$ cat src/rtl/key_debounce_capture.sv
// Debounced pushbutton capture: 2-flop sync, per-key stability counter, press strobe, sticky press flags.
// Optional macro KEY_RELEASE_CAPTURE_EN adds sticky release flags (release_capture).
module key_debounce_capture #(
    parameter int unsigned NUM_KEYS        = 4,
    parameter int unsigned DEBOUNCE_CYCLES = 500000
) (
    input  logic                clk,
    input  logic                reset,
    input  logic [NUM_KEYS-1:0] key_n,
    input  logic [NUM_KEYS-1:0] edge_clear,
    output logic [NUM_KEYS-1:0] key_level,
    output logic [NUM_KEYS-1:0] press_pulse,
    output logic [NUM_KEYS-1:0] edge_capture
`ifdef KEY_RELEASE_CAPTURE_EN
    ,
    output logic [NUM_KEYS-1:0] release_capture
`endif
);

    localparam int unsigned CW = $clog2(DEBOUNCE_CYCLES + 1);
    localparam logic [CW-1:0] CNT_LAST = CW'(DEBOUNCE_CYCLES - 1);

    logic [NUM_KEYS-1:0] sync1;
    logic [NUM_KEYS-1:0] sync2;
    logic [NUM_KEYS-1:0] level_c;
    logic [NUM_KEYS-1:0] differ_c;
    logic [NUM_KEYS-1:0] toggle_c;
    logic [NUM_KEYS-1:0] press_c;
    logic [CW-1:0]       cnt      [NUM_KEYS];
    logic [CW-1:0]       cnt_next [NUM_KEYS];

    // Per-key stability counter: restarts on equality, toggles the level at threshold
    always_comb begin
        level_c  = ~sync2;
        differ_c = level_c ^ key_level;
        toggle_c = '0;
        for (int unsigned i = 0; i < NUM_KEYS; i++) begin
            cnt_next[i] = '0;
            if (differ_c[i]) begin
                if (cnt[i] == CNT_LAST) begin
                    toggle_c[i] = 1'b1;
                end else begin
                    cnt_next[i] = cnt[i] + CW'(1);
                end
            end
        end
        press_c = toggle_c & ~key_level;
    end

    // Sticky flags also honour the registered pulse so a clear during the pulse cycle loses
    always_ff @(posedge clk) begin
        if (reset) begin
            sync1        <= '1;
            sync2        <= '1;
            key_level    <= '0;
            press_pulse  <= '0;
            edge_capture <= '0;
            for (int unsigned i = 0; i < NUM_KEYS; i++) begin
                cnt[i] <= '0;
            end
        end else begin
            sync1        <= key_n;
            sync2        <= sync1;
            key_level    <= key_level ^ toggle_c;
            press_pulse  <= press_c;
            edge_capture <= (edge_capture & ~edge_clear) | press_c | press_pulse;
            for (int unsigned i = 0; i < NUM_KEYS; i++) begin
                cnt[i] <= cnt_next[i];
            end
        end
    end

`ifdef KEY_RELEASE_CAPTURE_EN
    logic [NUM_KEYS-1:0] release_c;
    logic [NUM_KEYS-1:0] release_pulse;

    assign release_c = toggle_c & key_level;

    // Release flags mirror the press flags, sharing edge_clear
    always_ff @(posedge clk) begin
        if (reset) begin
            release_pulse   <= '0;
            release_capture <= '0;
        end else begin
            release_pulse   <= release_c;
            release_capture <= (release_capture & ~edge_clear) | release_c | release_pulse;
        end
    end
`endif

endmodule
$ cat config.mk
export PLATFORM = sky130hd
export DESIGN_NAME = key_debounce_capture
export DESIGN_NICKNAME = d
export VERILOG_FILES = /design/src/rtl/key_debounce_capture.sv
export SDC_FILE = /design/constraint.sdc
export NUM_CORES = 1
export LEC_CHECK = 0
export BUFFER_PORTS_ARGS = -buffer_cell sky130_fd_sc_hd__clkbuf_2
export CAP_MARGIN = 20
export CORE_MARGIN = 4
export CORE_UTILIZATION = 40
export CTS_CLUSTER_SIZE = 16
export DETAILED_ROUTE_END_ITERATION = 16
export GPL_TIMING_DRIVEN = 1
export SETUP_SLACK_MARGIN = 0.2
export SKIP_CTS_REPAIR_TIMING = 1
export SLEW_MARGIN = 20
export SYNTH_ARGS = -nofsm -noshare
export SYNTH_HDL_FRONTEND = slang
export SYNTH_SLANG_ARGS = --single-unit
$ cat constraint.sdc
create_clock -name clk -period 1.8 [get_ports clk]
set_input_delay 0.18 -clock clk [delete_from_list [all_inputs] [get_ports clk]]
set_output_delay 0.18 -clock clk [all_outputs]
set_load 0.005 [all_outputs]
==> results.toml, run 1 <==
[finish]
drive_above_1_share = 0.412
syn_to_final_growth_pct = 37.1
fin_cells = 679
layout_common_cells = "dfxtp_1 (65), nor2_1 (44), xnor2_1 (37), buf_4 (36), nor2_4 (34)"
final_common_cell = "dfxtp_1"
antenna_cells = 0
nNetsFinal = 559
num-fill-cells = 873

[yosys]
synth_edf_count = 0
yosysUniqueCellTypes = 42
synth_seq_cells = 96
syn_nets = 487
yosysSeqAreaShare = 0.462
yosysWarningCount = 0
synth_ff_type = "dfxtp_1"
synth.cell_area_um2 = 4160
synth.avg_cell_area_um2 = 8.88
synth-async-reset-ratio = 0
netlist_instances = 469

[critical_path]
critPathKind = "reg2reg"
startpoint_type = "flop"
critPathMaxStageDelay_ns = 0.52
arrival_ns = 2.03
end_kind = "flop"
required_ns = 2.05
path_cells = "nand2b_4 -> or4_4 -> o31ai_4 -> buf_6 -> clkbuf_16 -> nor2_4"
slowest_stage = "or4_4"
crit_fanout = 5

[timing]
setup_viol = 0
rsz0062_at_grt = "yes"
period_share = 0.986
finalMaxSlewViolations = 0
skew_ns = 0.0137
relSlewSlack = 0.668
final_hold_viol_count = 0
fin_crit_ns = 1.77
setup_ws_ns = 0.0256
tightest_slew_ns = 0.494
fmax_mhz = 564

[status]
status = "finished, final reports clean"

[detailed_routing]
route.detailed.drc = 0
drt-wirelength-per-cell_um = 13.9
drtAntennaViolNets = 0
via_count = 3508
drt_iter0_drc = 139
wl_um = 9420
drt-pass1-iter-count = 4
viasPerCell = 5.17

[cts]
tritoncts = "built"
cts_buffers = 9
cts_sinks = 96
cts.path.max_buffers = 2
cts_root_buf = "clkbuf_8"
clk-insertion-delay-late_ns = 0.36
cts-htree-levels = 3
cts.clk_slew.worst_paths_ns = 0.09

[job]
max_cap_viol_count = 0

[placement]
place_congestion = 0.796
dp_hpwl_um = 5670
place_ws_ns = 0.0682
port_buffers = 21
dp_cells = 639

[global_route]
grt_pass1_wl_um = 14200
track_usage = 0.146
grt_pass1_vias = 3182
grt-ovfl-total = 0
grt_max_degree = 20
antenna_found_initial = 0

[floorplan]
core_um2 = 9950
start_util = 0.418
fp-row-count = 36
io_pins = 22
die-height_um = 110
die-area_um2 = 12100
dieWidth_um = 110

[pwr]
vdd_drop_max_uv = 393
power.leakage_uw = 0.00173
power.density_nw_per_um2 = 621

[min_path]
hold_class = "in2reg"
## report_power, final
part | total [µW] | internal (µW) | switching [µW]
clock network | 1310 | 545 | 765
logic | 107 | 51.1 | 55.9
registers | 2130 | 2120 | 6.49
total | 3540 | 2720 | 828
## critical path, delay by kind of cell, from the launching register on
| kind | cells | cell delay [ns] |
|---|---|---|
| AOI/OAI and AO/OA | 1 | 0.29 |
| buffers and inverters | 2 | 0.32 |
| DFF | 1 | 0.37 |
| and+or+nand+nor | 3 | 0.69 |
## final timing paths
path | from | end | slack (ns) | cells past startpoint
hold / removal | key_n[3] | sync1[3]$_SDFF_PP1_ | 0.02 | 2
hold reg to reg | sync1[0]$_SDFF_PP1_ | sync2[0]$_SDFF_PP1_ | 0.42 | 1
setup / recovery | cnt[1][7]$_SDFF_PP0_ | cnt[1][12]$_SDFF_PP0_ | 0.03 | 6
setup reg to reg | cnt[1][7]$_SDFF_PP0_ | cnt[1][12]$_SDFF_PP0_ | 0.03 | 6
## cells by family after synthesis
family / count (synthesis) / synth area share
fa+ha+maj: 8 / 0.0240
flops: 96 / 0.462
simple gates: 242 / 0.304
compound gates: 33 / 0.0529
xor+xnor: 59 / 0.124
buf+inv: 31 / 0.0328
## area by class of cell
class | count | area (µm²) | area share
repair buffers | 75 | 658 | 0.115
well taps | 133 | 166 | 0.0292
clock buffers | 10 | 138 | 0.0241
inverters | 17 | 63.8 | 0.0112
multi-input cells | 342 | 2660 | 0.465
flip-flops and latches | 96 | 1980 | 0.347
clock inverters | 6 | 43.8 | 0.00767
## cell usage after synthesis, types with 3 or more instances
cell / instances / area, µm²
nand3_1: 25 / 125
xnor2_1: 37 / 324
and4_1: 3 / 26.3
o31ai_1: 4 / 30.0
nor4_1: 20 / 125
o21ai_0: 6 / 30.0
xor2_1: 22 / 193
clkbuf_1: 7 / 26.3
nor2b_1: 4 / 25.0
ha_1: 8 / 100
nor2_1: 87 / 327
nand4_1: 26 / 163
and3_1: 3 / 18.8
dfxtp_1: 96 / 1920
a21oi_1: 17 / 85.1
or3_1: 5 / 31.3
or2_2: 12 / 75.1
inv_1: 17 / 63.8
nand2b_1: 6 / 37.5
or4_1: 7 / 52.6
nand2_1: 20 / 75.1
nor3_1: 12 / 60.1
## stage by stage
step	area, µm²	hold slack [ns]	TNS, ns	util	total power [µW]
2_1_floorplan	4290	0.284	0	-	2230
3_3_place_gp	4710	0.366	0	0.473	2250
3_5_place_dp	4710	0.364	0	0.473	2260
4_1_cts	4890	-0.0176	0	0.492	3570
5_1_grt	5710	0.00660	-0.151	0.573	3700
6_report	5710	0.0158	0	0.573	3540
## layer usage
layer / global-route usage / vias up / routed length [µm]
met5: 0 / - / 0
met4: 0.0463 / 0 / 125
met3: 0.0414 / 10 / 345
met2: 0.238 / 69 / 4660
met1: 0.187 / 1656 / 4290
li1: - / 1773 / -
## flip-flops by register name, summed over array words and instances, names as in the netlist
name / flops
press_pulse: 4
cnt: 76
sync2: 4
edge_capture: 4
sync1: 4
key_level: 4
Note: power is estimated with default switching activity, not from simulation.
==> run 2, diff against run 1 <==
- ABC_AREA: not set -> 1
==> run 2 against run 1 <==
Effect of this change: utilization is 9.9 points lower; setup slack better by 0.27 ns; synthesized area is 16% higher; via count is 19% higher; cell area is 3.4% lower; first-iteration DRC count is 84% higher; sequential share of layout area is 0.32 points higher; cell count is 33% higher; critical endpoint is now edge_capture[2]$_SDFF_PP0_.
==> results.toml, run 2 <==
[pwr]
swShare = 0.207
vdd_drop_max_uv = 424
pwr-share-seq = 0.512
switching_power_uw = 864
power.leakage_uw = 0.00188
p_int_uw = 3320
combinationalPowerShare = 0.014
p_clk_frac = 0.475
power.density_nw_per_um2 = 759

[placement]
place_ws_ns = 0.133
place_congestion = 0.836
place_area_um2 = 5090
dp_cells = 887
port_buffers = 21
dp_hpwl_um = 7220

[finish]
ff_latch_area_um2 = 1930
num-fill-cells = 1193
layout_common_cells = "nor2_1 (183), nand2_1 (175), inv_1 (98), dfxtp_1 (87), nand3_1 (42)"
finalInstanceArea_um2 = 5510
final_common_cell = "nor2_1"
largest_reg_flops = 76
fin_cells = 905
antenna_cells = 0
regMostFlops = "cnt"
drive_above_1_share = 0.122
nNetsFinal = 775
syn_to_final_growth_pct = 14.4
fin_util = 0.475
multi_input_area_um2 = 2570

[global_route]
track_usage = 0.150
grt_max_degree = 19
grt_pass1_wl_um = 17500
grt_pass1_vias = 4103
grt-ovfl-total = 0
antenna_found_initial = 0

[detailed_routing]
top_layer_used = "met4"
drt-pass1-iter-count = 4
routed-wl-met3_um = 275
route.detailed.drc = 0
drtAntennaViolNets = 0
viasPerCell = 4.63
drt_iter0_drc = 256
drt-wirelength-per-cell_um = 10.6
wl_met1_um = 4770
via_count = 4191
wl_um = 9620
wl_met2_um = 4440

[timing]
setup_ws_ns = 0.300
tightest_slew_ns = 0.433
fmax_mhz = 667
final_hold_viol_count = 0
setup_viol = 0
skew_ns = 0.00446
relSlewSlack = 0.711
finalMaxSlewViolations = 0
fin_crit_ns = 1.50
setup_tns_ns = 0
period_share = 0.834
rsz0062_at_grt = "yes"

[status]
status = "finished, final reports clean"

[floorplan]
dieWidth_um = 118
core_um2 = 11600
die-area_um2 = 13900
start_util = 0.415
fp-row-count = 39
io_pins = 22
die-height_um = 118

[cts]
cts.clk_slew.worst_paths_ns = 0.06
clk-insertion-delay-late_ns = 0.35
cts_buffers = 9
cts_root_buf = "clkbuf_16"
cts_sinks = 96
cts-htree-levels = 3
cts.path.max_buffers = 2
tritoncts = "built"

[critical_path]
reg2reg_slack_ns = 0.30
path_delay_family = "simple AND/OR/NAND/NOR gates"
critPathMaxStageDelay_ns = 0.37
slowest_stage = "dfxtp_2"
crit_cells = 9
critPathKind = "reg2reg"
worst-r2r-cell-count = 9
arrival_ns = 1.78
crit_fanout = 4
required_ns = 2.08
end_kind = "flop"
startpoint_type = "flop"
path_cells = "ha_4 -> inv_1 -> nor2_4 -> nand3_2 -> nor2_2 -> and3_1 -> ha_1 -> nor2_1 -> a21oi_1"
critPathBufInv = 1

[yosys]
synth.cell_area_um2 = 4820
syn_nets = 743
synth_xor_area_frac = 0.0709
synth_compound_area_frac = 0.0317
yosysUniqueCellTypes = 28
synth_ff_type = "dfxtp_1"
synth_seq_cells = 96
synth_top_cell_by_area = "dfxtp_1"
synth_top_family_by_area = "simple AND/OR/NAND/NOR gates"
synthMostInstantiatedCell = "nor2_1"
synth.avg_cell_area_um2 = 6.65
netlist_instances = 725
synth_area_leaders = "dfxtp_1 (40%), nor2_1 (15%), nand2_1 (14%), inv_1 (7.6%), xor2_1 (5.3%)"
synthMuxAreaShare = 0
yosys.area.top_type_share = 0.399
synth-async-reset-ratio = 0
ys_top_cells_by_count = "nor2_1 (192), nand2_1 (177), inv_1 (98)"
yosysWarningCount = 0
synth_edf_count = 0
synth_fa_ha_area_frac = 0.0208
synthSimpleGateAreaFrac = 0.392
yosysSeqAreaShare = 0.399

[job]
max_cap_viol_count = 0

[min_path]
hold_class = "in2reg"
hold_path_depth = 2
==> run 2: kinds of logic (layout without fill, tap and decap cells) <==
family,after synthesis,after routing
XOR/XNOR,39,39
AND/OR/NAND/NOR,454,454
buffers and inverters,104,141
flip-flops,96,96
AO/OA/AOI/OAI,24,24
adder cells (fa/ha/maj),8,8
==> run 2: final cells by class <==
cell class,instances,share of cell area
Tap cell,143,0.0325
Multi-Input combinational cell,525,0.466
Sequential cell,96,0.351
Timing Repair Buffer,27,0.0272
Inverter,98,0.0667
Clock buffer,11,0.0458
Clock inverter,5,0.0113
==> run 2: final timing paths <==
path | end | startpoint
worst max-delay path | edge_capture[2]$_SDFF_PP0_ | cnt[2][0]$_SDFF_PP0_
worst min-delay path | sync1[3]$_SDFF_PP1_ | key_n[3]
worst max register to register | edge_capture[2]$_SDFF_PP0_ | cnt[2][0]$_SDFF_PP0_
worst min register to register | sync2[2]$_SDFF_PP1_ | sync1[2]$_SDFF_PP1_
==> run 2: through the flow <==
stage	power, µW	hold WS, ns
final	4180	0.0100
after global routing	4360	0.00706
after CTS	4260	-0.00322
after detailed placement	2250	0.368
after global placement	2240	0.366
after floorplan	2230	0.284
==> run 2: routing by layer <==
metal | up-vias | global-route usage
li1 | 2263 | -
met1 | 1881 | 0.187
met2 | 35 | 0.252
met3 | 12 | 0.0370
met4 | 0 | 0.0549
met5 | - | 0
==> run 2: power groups by stage <==
stage / Sequential, µW / Clock (µW) / Combinational (µW)
final: 2140 / 1990 / 56.9
after CTS: 2140 / 2070 / 57.4
after global routing: 2140 / 2150 / 66.1
after global placement: 2190 / 0 / 56.3
after floorplan: 2190 / 0 / 38.5
after detailed placement: 2190 / 0 / 57.3
==> run 3, diff against run 2 <==
- clock period: 1.8 -> 1.36 ns (I/O delays scaled with it)
==> run 3 against run 2 <==
Effect of this change: the run now ends with setup timing left; via count is 11% higher; critical path depth unchanged; global-route usage grew 0.57 points; cell area grew 26%; register-to-register slack worse by 0.30 ns; utilization increased by 12 points; maximum frequency up 9.9%; first-iteration DRC count shrank 43%; non-clock buffer count up 88; wire length grew 20%; cell count grew 9.7%; critical endpoint unchanged.
==> results.toml, run 3 (synthesis gave the netlist of run 2 again) <==
[critical_path]
critPathKind = "reg2reg"
crit_fanout = 2
startpoint = "cnt[2][0]$_SDFF_PP0_"
worst-r2r-cell-count = 9
required_ns = 1.64
end_kind = "flop"
arrival_ns = 1.64
startpoint_type = "flop"
reg2reg_slack_ns = -0.005
timing.rr.start = "cnt[2][0]$_SDFF_PP0_"
r2r_end = "edge_capture[2]$_SDFF_PP0_"
critPathCapture = "edge_capture[2]$_SDFF_PP0_"

[cts]
cts-htree-levels = 3
cts_buffers = 9
tritoncts = "built"
cts_sinks = 96
cts.clk_slew.worst_paths_ns = 0.07
clk-insertion-delay-late_ns = 0.34
cts_root_buf = "clkbuf_16"
cts.path.max_buffers = 2

[finish]
regMostFlops = "cnt"
nNetsFinal = 863
largest_reg_flops = 76
final_common_cell = "nand2_1"
drive_above_1_share = 0.395
num-fill-cells = 1005
ff_latch_area_um2 = 2010
antenna_cells = 0
finalInstanceArea_um2 = 6960
layout_common_cells = "nand2_1 (154), nor2_1 (117), inv_1 (87), buf_4 (76), dfxtp_1 (48)"
syn_to_final_growth_pct = 44.3
multi_input_area_um2 = 3170
fin_util = 0.599

[global_route]
grt_pass1_wl_um = 18200
grt-ovfl-total = 0
grt_pass1_vias = 4263
grt_max_degree = 19
track_usage = 0.156
antenna_found_initial = 0

[floorplan]
io_pins = 22
die-height_um = 118
dieWidth_um = 118
fp-row-count = 39
die-area_um2 = 13900
start_util = 0.415
core_um2 = 11600

[detailed_routing]
viasPerCell = 4.67
drt-wirelength-per-cell_um = 11.7
route.detailed.drc = 0
drtAntennaViolNets = 0
drt-pass1-iter-count = 4
via_count = 4636
wl_um = 11600
drt_iter0_drc = 145

[pwr]
finalPower_uw = 5600
vdd_drop_max_uv = 589
power.density_nw_per_um2 = 804
power.leakage_uw = 0.00253

[timing]
timing.hold.ws_ns = 0.00602
rsz0062_at_grt = "yes"
setup_viol = 1
fin_crit_ns = 1.37
relSlewSlack = 0.807
period_share = 1.00
setup_ws_ns = -0.00518
fmax_mhz = 733
finalMaxSlewViolations = 0
final_hold_viol_count = 0
tightest_slew_ns = 0.289
skew_ns = 0.00616

[min_path]
hold_class = "in2reg"

[status]
violations = "setup timing"
status = "finished with violations"

[placement]
port_buffers = 21
place_congestion = 0.903
place_ws_ns = -0.0472
dp_hpwl_um = 7950
place_area_um2 = 5750

[job]
max_cap_viol_count = 0
==> run 3: worst min-delay path by stage <==
stage	from	endpoint	slack (ns)	depth (start not counted)
5_1_grt	key_n[2]	sync1[2]$_SDFF_PP1_	0.01	2
4_1_cts	key_n[3]	sync1[3]$_SDFF_PP1_	-0.03	2
3_3_place_gp	key_n[3]	sync1[3]$_SDFF_PP1_	0.32	2
3_5_place_dp	key_n[3]	sync1[3]$_SDFF_PP1_	0.33	2
6_report	key_n[2]	sync1[2]$_SDFF_PP1_	0.006	2
2_1_floorplan	key_n[0]	sync1[0]$_SDFF_PP1_	0.24	1
==> run 3: cell type report <==
type	count	area share
timing repair buffer	115	0.131
multi-input combinational	525	0.455
clock inverter	4	0.00737
inverter	98	0.0532
clock buffer	12	0.0383
sequential	96	0.289
tap	143	0.0257
==> run 3: metal layers <==
layer	global-route usage	up-vias	wire length, µm
met3	0.0293	22	316
met4	0.0593	0	231
met2	0.265	65	5720
li1	-	2453	-
met1	0.196	2096	5330
met5	0	-	0
==> run 3: power by group <==
part / switching, µW / internal (µW)
Combinational: 66.8 / 64.4
Sequential: 8.20 / 2800
Clock: 1080 / 1580
Total: 1160 / 4440
==> run 3: critical path, cell delays in order, from the launching register on <==
cell	delay (ns)
dfxtp_2	0.35
ha_4	0.15
inv_4	0.04
nor2_4	0.10
nand3_2	0.09
nor2_2	0.12
and3_4	0.20
ha_4	0.13
nor2_2	0.03
a21oi_1	0.10
==> run 3: per-stage QoR <==
| stage | std cells | setup TNS (ns) |
|---|---|---|
| 4_1_cts | 970 | -0.327 |
| 5_1_grt | 993 | -3.01 |
| 2_1_floorplan | 725 | -0.0529 |
| 3_5_place_dp | 954 | -0.154 |
| 3_3_place_gp | 954 | -0.0255 |
| 6_report | 993 | -0.00518 |
